**src/rtl/branch_pkg.sv**
```systemverilog
// Shared definitions for the branch resolution unit: funct3 encodings,
// the default operand width and a helper that flags reserved encodings.
package branch_pkg;

    localparam int XLEN_DEF = 32;

    typedef enum logic [2:0] {
        F3_BEQ  = 3'b000,
        F3_BNE  = 3'b001,
        F3_BLT  = 3'b100,
        F3_BGE  = 3'b101,
        F3_BLTU = 3'b110,
        F3_BGEU = 3'b111
    } funct3_e;

    // 010 and 011 are unused in the conditional-branch opcode space
    function automatic logic is_illegal_f3(input logic [2:0] f3);
        return (f3 == 3'b010) || (f3 == 3'b011);
    endfunction

endpackage

```
**src/rtl/branch_cmp.sv**
```systemverilog
// Operand comparator for branch resolution: equality, signed less-than and
// unsigned less-than. Purely combinational.
module branch_cmp
    import branch_pkg::*;
#(
    parameter int XLEN = XLEN_DEF
) (
    input  logic [XLEN-1:0] rs1_data,
    input  logic [XLEN-1:0] rs2_data,
    output logic            eq,
    output logic            lt,
    output logic            ltu
);

    logic [XLEN-1:0] bit_match;

    // Per-bit match vector; equality is the AND-reduction of all bits
    generate
        for (genvar gi = 0; gi < XLEN; gi++) begin : g_bit_match
            assign bit_match[gi] = ~(rs1_data[gi] ^ rs2_data[gi]);
        end
    endgenerate

    // Flags are always produced, regardless of which condition is selected
    always_comb begin
        eq  = &bit_match;
        lt  = $signed(rs1_data) < $signed(rs2_data);
        ltu = rs1_data < rs2_data;
    end

endmodule

```
**src/rtl/branch_unit.sv**
```systemverilog
// Execute-stage conditional branch resolution. The decision and compare
// flags are combinational so the PC-select mux can use them in the same
// cycle; the last valid decision is also held in registers.
// Optional statistics counters are built when BRANCH_STATS_EN is defined;
// otherwise the counter outputs are constant zero and no counter flops exist.
module branch_unit
    import branch_pkg::*;
#(
    parameter int XLEN  = XLEN_DEF,
    parameter int CNT_W = 32
) (
    input  logic             clk_i,
    input  logic             rst_i,
    input  logic [XLEN-1:0]  rs1_data_i,
    input  logic [XLEN-1:0]  rs2_data_i,
    input  logic [2:0]       funct3_i,
    input  logic             valid_i,
    output logic             branch_taken_o,
    output logic             branch_eq_o,
    output logic             branch_lt_o,
    output logic             branch_ltu_o,
    output logic             illegal_o,
    output logic             taken_q_o,
    output logic             illegal_q_o,
    output logic [CNT_W-1:0] br_count_o,
    output logic [CNT_W-1:0] taken_count_o
);

    logic    eq, lt, ltu;
    funct3_e f3;
    logic    taken_q_reg, taken_q_next;
    logic    illegal_q_reg, illegal_q_next;

    branch_cmp #(.XLEN(XLEN)) u_cmp (
        .rs1_data (rs1_data_i),
        .rs2_data (rs2_data_i),
        .eq       (eq),
        .lt       (lt),
        .ltu      (ltu)
    );

    assign f3 = funct3_e'(funct3_i);

    // Condition select: reserved encodings fall to default and never branch
    always_comb begin
        branch_taken_o = 1'b0;
        illegal_o      = is_illegal_f3(funct3_i);
        case (f3)
            F3_BEQ:  branch_taken_o = eq;
            F3_BNE:  branch_taken_o = ~eq;
            F3_BLT:  branch_taken_o = lt;
            F3_BGE:  branch_taken_o = ~lt;
            F3_BLTU: branch_taken_o = ltu;
            F3_BGEU: branch_taken_o = ~ltu;
            default: branch_taken_o = 1'b0;
        endcase
    end

    assign branch_eq_o  = eq;
    assign branch_lt_o  = lt;
    assign branch_ltu_o = ltu;

    // Capture the decision of a valid branch, otherwise hold
    always_comb begin
        taken_q_next   = taken_q_reg;
        illegal_q_next = illegal_q_reg;
        if (valid_i) begin
            taken_q_next   = branch_taken_o;
            illegal_q_next = illegal_o;
        end
    end

    // Decision register; reset wins over a simultaneous valid branch
    always_ff @(posedge clk_i) begin
        if (rst_i) begin
            taken_q_reg   <= 1'b0;
            illegal_q_reg <= 1'b0;
        end else begin
            taken_q_reg   <= taken_q_next;
            illegal_q_reg <= illegal_q_next;
        end
    end

    assign taken_q_o   = taken_q_reg;
    assign illegal_q_o = illegal_q_reg;

`ifdef BRANCH_STATS_EN
    logic [CNT_W-1:0] br_count_reg, br_count_next;
    logic [CNT_W-1:0] taken_count_reg, taken_count_next;

    // Counters wrap naturally at 2^CNT_W
    always_comb begin
        br_count_next    = br_count_reg;
        taken_count_next = taken_count_reg;
        if (valid_i) begin
            br_count_next = br_count_reg + 1'b1;
            if (branch_taken_o) begin
                taken_count_next = taken_count_reg + 1'b1;
            end
        end
    end

    // Statistics registers, cleared by reset
    always_ff @(posedge clk_i) begin
        if (rst_i) begin
            br_count_reg    <= '0;
            taken_count_reg <= '0;
        end else begin
            br_count_reg    <= br_count_next;
            taken_count_reg <= taken_count_next;
        end
    end

    assign br_count_o    = br_count_reg;
    assign taken_count_o = taken_count_reg;
`else
    assign br_count_o    = '0;
    assign taken_count_o = '0;
`endif

endmodule

```
**config.mk**
```make
export PLATFORM = sky130hd
export DESIGN_NAME = branch_unit
export DESIGN_NICKNAME = d
export VERILOG_FILES = /design/src/rtl/branch_pkg.sv /design/src/rtl/branch_cmp.sv /design/src/rtl/branch_unit.sv
export SDC_FILE = /design/constraint.sdc
export NUM_CORES = 1
export LEC_CHECK = 0
export ABC_CLOCK_PERIOD_IN_PS = 8850
export CORE_MARGIN = 4
export CORE_UTILIZATION = 34
export CTS_BUF_LIST = sky130_fd_sc_hd__clkbuf_16
export DETAILED_ROUTE_END_ITERATION = 8
export HOLD_SLACK_MARGIN = 0.12
export PLACE_DENSITY = 0.89
export SETUP_SLACK_MARGIN = 0.15
export SKIP_CTS_REPAIR_TIMING = 1
export SLEW_MARGIN = 10
export SYNTH_ARGS = -nofsm -noshare
export SYNTH_HDL_FRONTEND = slang
export SYNTH_SLANG_ARGS = --single-unit
```
**constraint.sdc**
```tcl
create_clock -name clk_i -period 8.85 [get_ports clk_i]
set_input_delay 1.77 -clock clk_i [delete_from_list [all_inputs] [get_ports clk_i]]
set_output_delay 1.77 -clock clk_i [all_outputs]
set_load 0.03 [all_outputs]
```
**Yosys cells after proc, flatten, opt, wreduce, memory -nomap -nowiden**

Index checks and enable logic that the tools add are counted.

- Word-level logic and storage cells: 82
- Latch bits: 0
- Output and inout port bits: 71
- Memory bits (read-only): 0
- Memories kept: 0
- RAM bits: 0
- Input bits: 70
- Bits in registers: 2

- Divide/modulo/power cells: 0
- Magnitude comparators: 2
- Add/subtract/negate cells: 0
- Muxes and demuxes: 1
- Bitwise operators: 67
- Equality and inequality tests: 7
- Multipliers: 0
- Reduce and logical (&&, ||, !) cells: 3
- Shift operators: 0

Operator list:

| kind | count |
|---|---|
| $lt 32x32->1 | 2 |
| $not 1->1 | 35 |
| $reduce_and 32->1 | 1 |
| $xor 1x1->1 | 32 |
| $eq 3x3->1 const B | 4 |
| $eq 3x2->1 const B | 2 |
| $pmux 1 s6 | 1 |
| $eq 3x1->1 const B | 1 |
| $logic_not 3->1 | 1 |
| $logic_or 1x1->1 | 1 |

**Depth between registers and ports, before layout**

- Depth in word-level cells: 5
- Mapped depth: 9
- Gate-level depth less buffers: 9

**Hierarchy**

A second synthesis with hierarchy kept.

- Cells, all modules: 194
- Area total of the unflattened synthesis: 1,431.4 um^2

Modules (own cells, without submodules):

| module | area each (um^2) | cells an instance | sequential area each (um^2) | instances |
|---|---|---|---|---|
| branch_cmp | 818.3 | 115 | 0.0 | 1 |
| branch_unit | 613.1 | 79 | 40.0 | 1 |

**Worst setup path after synthesis**

OpenSTA, ideal clock, no wires.

- Path type: input port to output port
- Start: input port rs2_data_i[25]
- End: output port branch_taken_o
- Stages: 9
- Required time: 7.080 ns
- Buffers on the path: 0
- Slack: 3.246 ns
- Arrival: 3.834 ns
- Cell sequence: inv_1 ha_1 a21o_1 a221o_1 a221oi_1 o21ai_1 a21oi_4 mux2_4 nand3_1

- Elaborated cells on any way between the ends: 9
- Those cells by class: 2 x order compare; 1 x mux; 5 x bitwise; 1 x reduce/logical

RTL lines:

| element | RTL line | RTL |
|---|---|---|
| start: declaration | branch_unit.sv:15 | `input logic [XLEN-1:0] rs2_data_i,` |
| $lt 32x32->1 (*) | branch_cmp.sv:28 | `ltu = rs1_data < rs2_data;` |
| via branch_ltu_o | branch_unit.sv:21 | `output logic branch_ltu_o,` |
| $not 1->1 | branch_unit.sv:54 | `F3_BGEU: branch_taken_o = ~ltu;` |
| $pmux 1 s6 (*) | branch_unit.sv:48 | `case (f3)` |
| end: declaration | branch_unit.sv:18 | `output logic branch_taken_o,` |

Mark *: on every way through the listed nets, which the timed path passes. The rest lies on a longest branch.

**Final worst setup path**

- Start: input port rs2_data_i[25]
- End: output port branch_taken_o

- Cells in the longest elaborated chain, start to end: 5
- Elaborated cells on any way between the ends: 9
- Those cells by class: 2 x order compare; 1 x mux; 5 x bitwise; 1 x reduce/logical

Ends and longest elaborated chain:

| element | RTL line |
|---|---|
| parallel branches: the longest is 4 deep, another holds $lt 32x32->1 | n/a |
| $pmux 1 s6 (*) | branch_unit.sv:48 |

Mark *: on every way between the ends.

==> run summary <==
status: finished, final reports clean
CP endpoint kind: primary output
die height: 74.3 um
largest family of logic cells by synthesized area: buffers and inverters
Hold/Removal Path Class: reg -> reg
setup violators final: 0
Worst Skew: 0 ns
1st-iter DRT viols: 13
most frequent cells in the layout: clkdlybuf4s50_1, conb_1, inv_1, ha_1
wire length on met2: 1910 um
WL met3: 477 um
final period utilization: 74.4%
RSZ-0062 raised after global routing: false
mux share of post-synthesis cell area: 2.34%
Layout area overhead: 43.7%
fin crit period: 6.58 ns
Unique masters post-synth: 33
die width: 74.3 um
fin nets: 377
Slowest cell on crit path: clkdlybuf4s50_1
die area: 5530 um^2
cell repeated most along the worst path: clkdlybuf4s50_1
Top Metal Used: met4
CTS buffer count: 3
average size of a mapped cell: 7.67 um^2
Reg clk slew, reported paths: 0.03 ns
PwrDens: 92.1 nW/um^2
antenna diode count: 0
FF+latch count, synth: 2
Final Total Pwr: 0.000198 W
vias in the first global route: 1211
Slew Limit Fails: 0
simple-gate portion of the synthesized area: 13.8%
Remaining Overflow, GRT: 0
commonest non-fill, non-tap cell in the layout: clkdlybuf4s50_1
All-Layer GR Usage: 11.5%
YS warnings: 0
Via density: 4.15
largest net degree at the start of global routing: 7
initial core utilization: 36.4%
antenna violations before repair: 0
CP required: 7.08 ns
Worst Path Max Fanout: 4
CORE AREA: 4120 um^2
CTS H-tree depth: 1
routed vias: 1340
DRC violations left: 0
wl on met1: 1160 um
routed len/inst: 11.1 um
leakage power: 1.17 nW
setup_tns: 0 ns
Largest stage delay, worst path: 0.67 ns
fraction of layout cells with a size suffix above 1: 3.66%
ANT nets after route: 0
Rows: 23
Max-Cap Viols: 0
clk sinks: 2
cell count after synthesis: 195
f_max: 152 MHz
post-layout instance count excluding filler cells: 323
Post-Synth Adder-Cell Area: 26.8%
sequential element share of the synthesized area: 2.68%
Final GP Congestion: 0.719
Detailed Place HPWL: 3370 um
Worst Path Class, Setup: in -> out
Root Driver: clkbuf_16
Cells after DPL: 320
Synth Area in Compound Gates: 12.9%
first-pass GRT wire length: 4980 um
worst skew pair latency: 0.22 ns
Post-Synth XOR/XNOR Area: 1.17%
Arr. time, crit path: 4.81 ns
Worst setup SP type: input pin
I/O Pins: 141
CTS tree: yes
synthesized area: 1500 um^2
Worst VDD drop: 0.133 mV
critical-path cell list: clkdlybuf4s50_1 -> inv_1 -> ha_1 -> a21o_1 -> a221o_1 -> a221oi_1 -> o21ai_1 -> a21oi_4 -> mux2_4 -> nand3_1 -> clkdlybuf4s50_1
Pre-antenna DRT Iters: 4
port bufs: 76
clock buffer depth: 2
Fin. Hold Viols: 0
final wirelength: 3590 um
## layout make-up
class | instances | area (um^2)
Sequential cell | 2 | 40.0
Fill cell | 401 | 1960
Inverter | 32 | 120
Tap cell | 50 | 62.6
Clock buffer | 3 | 75.1
Timing Repair Buffer | 76 | 761
Multi-Input combinational cell | 160 | 1090
## cell families after synthesis
family / after synthesis
AO/OA/AOI/OAI: 27
XOR/XNOR: 2
adder cells (fa/ha/maj): 32
buffers and inverters: 96
flip-flops: 2
multiplexers: 3
other: 1
AND/OR/NAND/NOR: 32
## synthesized netlist by cell type
master / instances / share of area, %
buf_4: 64 / 32
ha_1: 32 / 27
inv_1: 32 / 8.0
a21oi_1: 9 / 3.0
nand2_1: 9 / 2.3
nor2_1: 6 / 1.5
a21o_1: 4 / 2.0
o21ai_0: 4 / 1.3
and4_1: 3 / 1.8
nand3_1: 3 / 1.0
a221oi_1: 2 / 1.2
dfxtp_1: 2 / 2.7
mux2i_1: 2 / 1.3
nand4_1: 2 / 0.84
nor2b_1: 2 / 0.84
xnor2_1: 2 / 1.2
a211oi_1: 1 / 0.50
a21oi_4: 1 / 1.1
a221o_1: 1 / 0.67
a41oi_2: 1 / 1.1
and2_0: 1 / 0.42
conb_1: 1 / 0.25
mux2_4: 1 / 1.0
nand3b_1: 1 / 0.50
nand4_2: 1 / 0.84
nor3b_1: 1 / 0.50
nor4b_2: 1 / 1.0
nor4b_4: 1 / 1.6
o211a_1: 1 / 0.67
o211ai_1: 1 / 0.50
o21ai_1: 1 / 0.33
o21bai_1: 1 / 0.50
or3_4: 1 / 0.75
## layer usage
layer  vias up  track usage, %
met5         -               0
li1        677               -
met2        84            23.4
met3         7            3.38
met1       572            10.9
met4         0            3.16
## final timing paths
| kind | from | to | slack, ns | cells after the start |
|---|---|---|---|---|
| max | rs2_data_i[25] | branch_taken_o | 2.27 | 11 |
| min | illegal_q_o | illegal_q_o | 0.52 | 2 |
| max reg2reg | taken_q_o | taken_q_o | 8.22 | 2 |
| min reg2reg | illegal_q_o | illegal_q_o | 0.52 | 2 |
## where the power goes
part | total, W | leakage [nW] | switching [W] | internal (W)
logic | 0.000120 | 1.12 | 0.0000701 | 0.0000497
registers | 0.00000995 | 0.0165 | 0.000000296 | 0.00000965
clock network | 0.0000684 | 0.0370 | 0.0000108 | 0.0000575
total | 0.000198 | 1.17 | 0.0000812 | 0.000117
## stage by stage
stage / hold WS (ns) / utilization [%] / area (um^2) / worst slack, ns
after floorplan: 0.630 / - / 1730 / 3.25
after global placement: 0.484 / 50.4 / 2080 / 2.36
after detailed placement: 0.532 / 50.4 / 2080 / 2.26
after CTS: 0.541 / 52.3 / 2150 / 2.25
after global routing: 0.587 / 52.3 / 2150 / 2.16
final: 0.521 / 52.3 / 2150 / 2.27
## flip-flops by register name, summed over array words and instances (netlist names)
signal	cells
taken_q_o	1
illegal_q_o	1
## worst max-delay path: cells and delay by family
| family | cells | cell delay, ns |
|---|---|---|
| fa+ha+maj | 1 | 0.30 |
| buf+inv | 3 | 1.17 |
| mux | 1 | 0.33 |
| simple gates | 1 | 0.08 |
| compound gates | 5 | 1.15 |
Note: power is estimated with default switching activity, not from simulation.
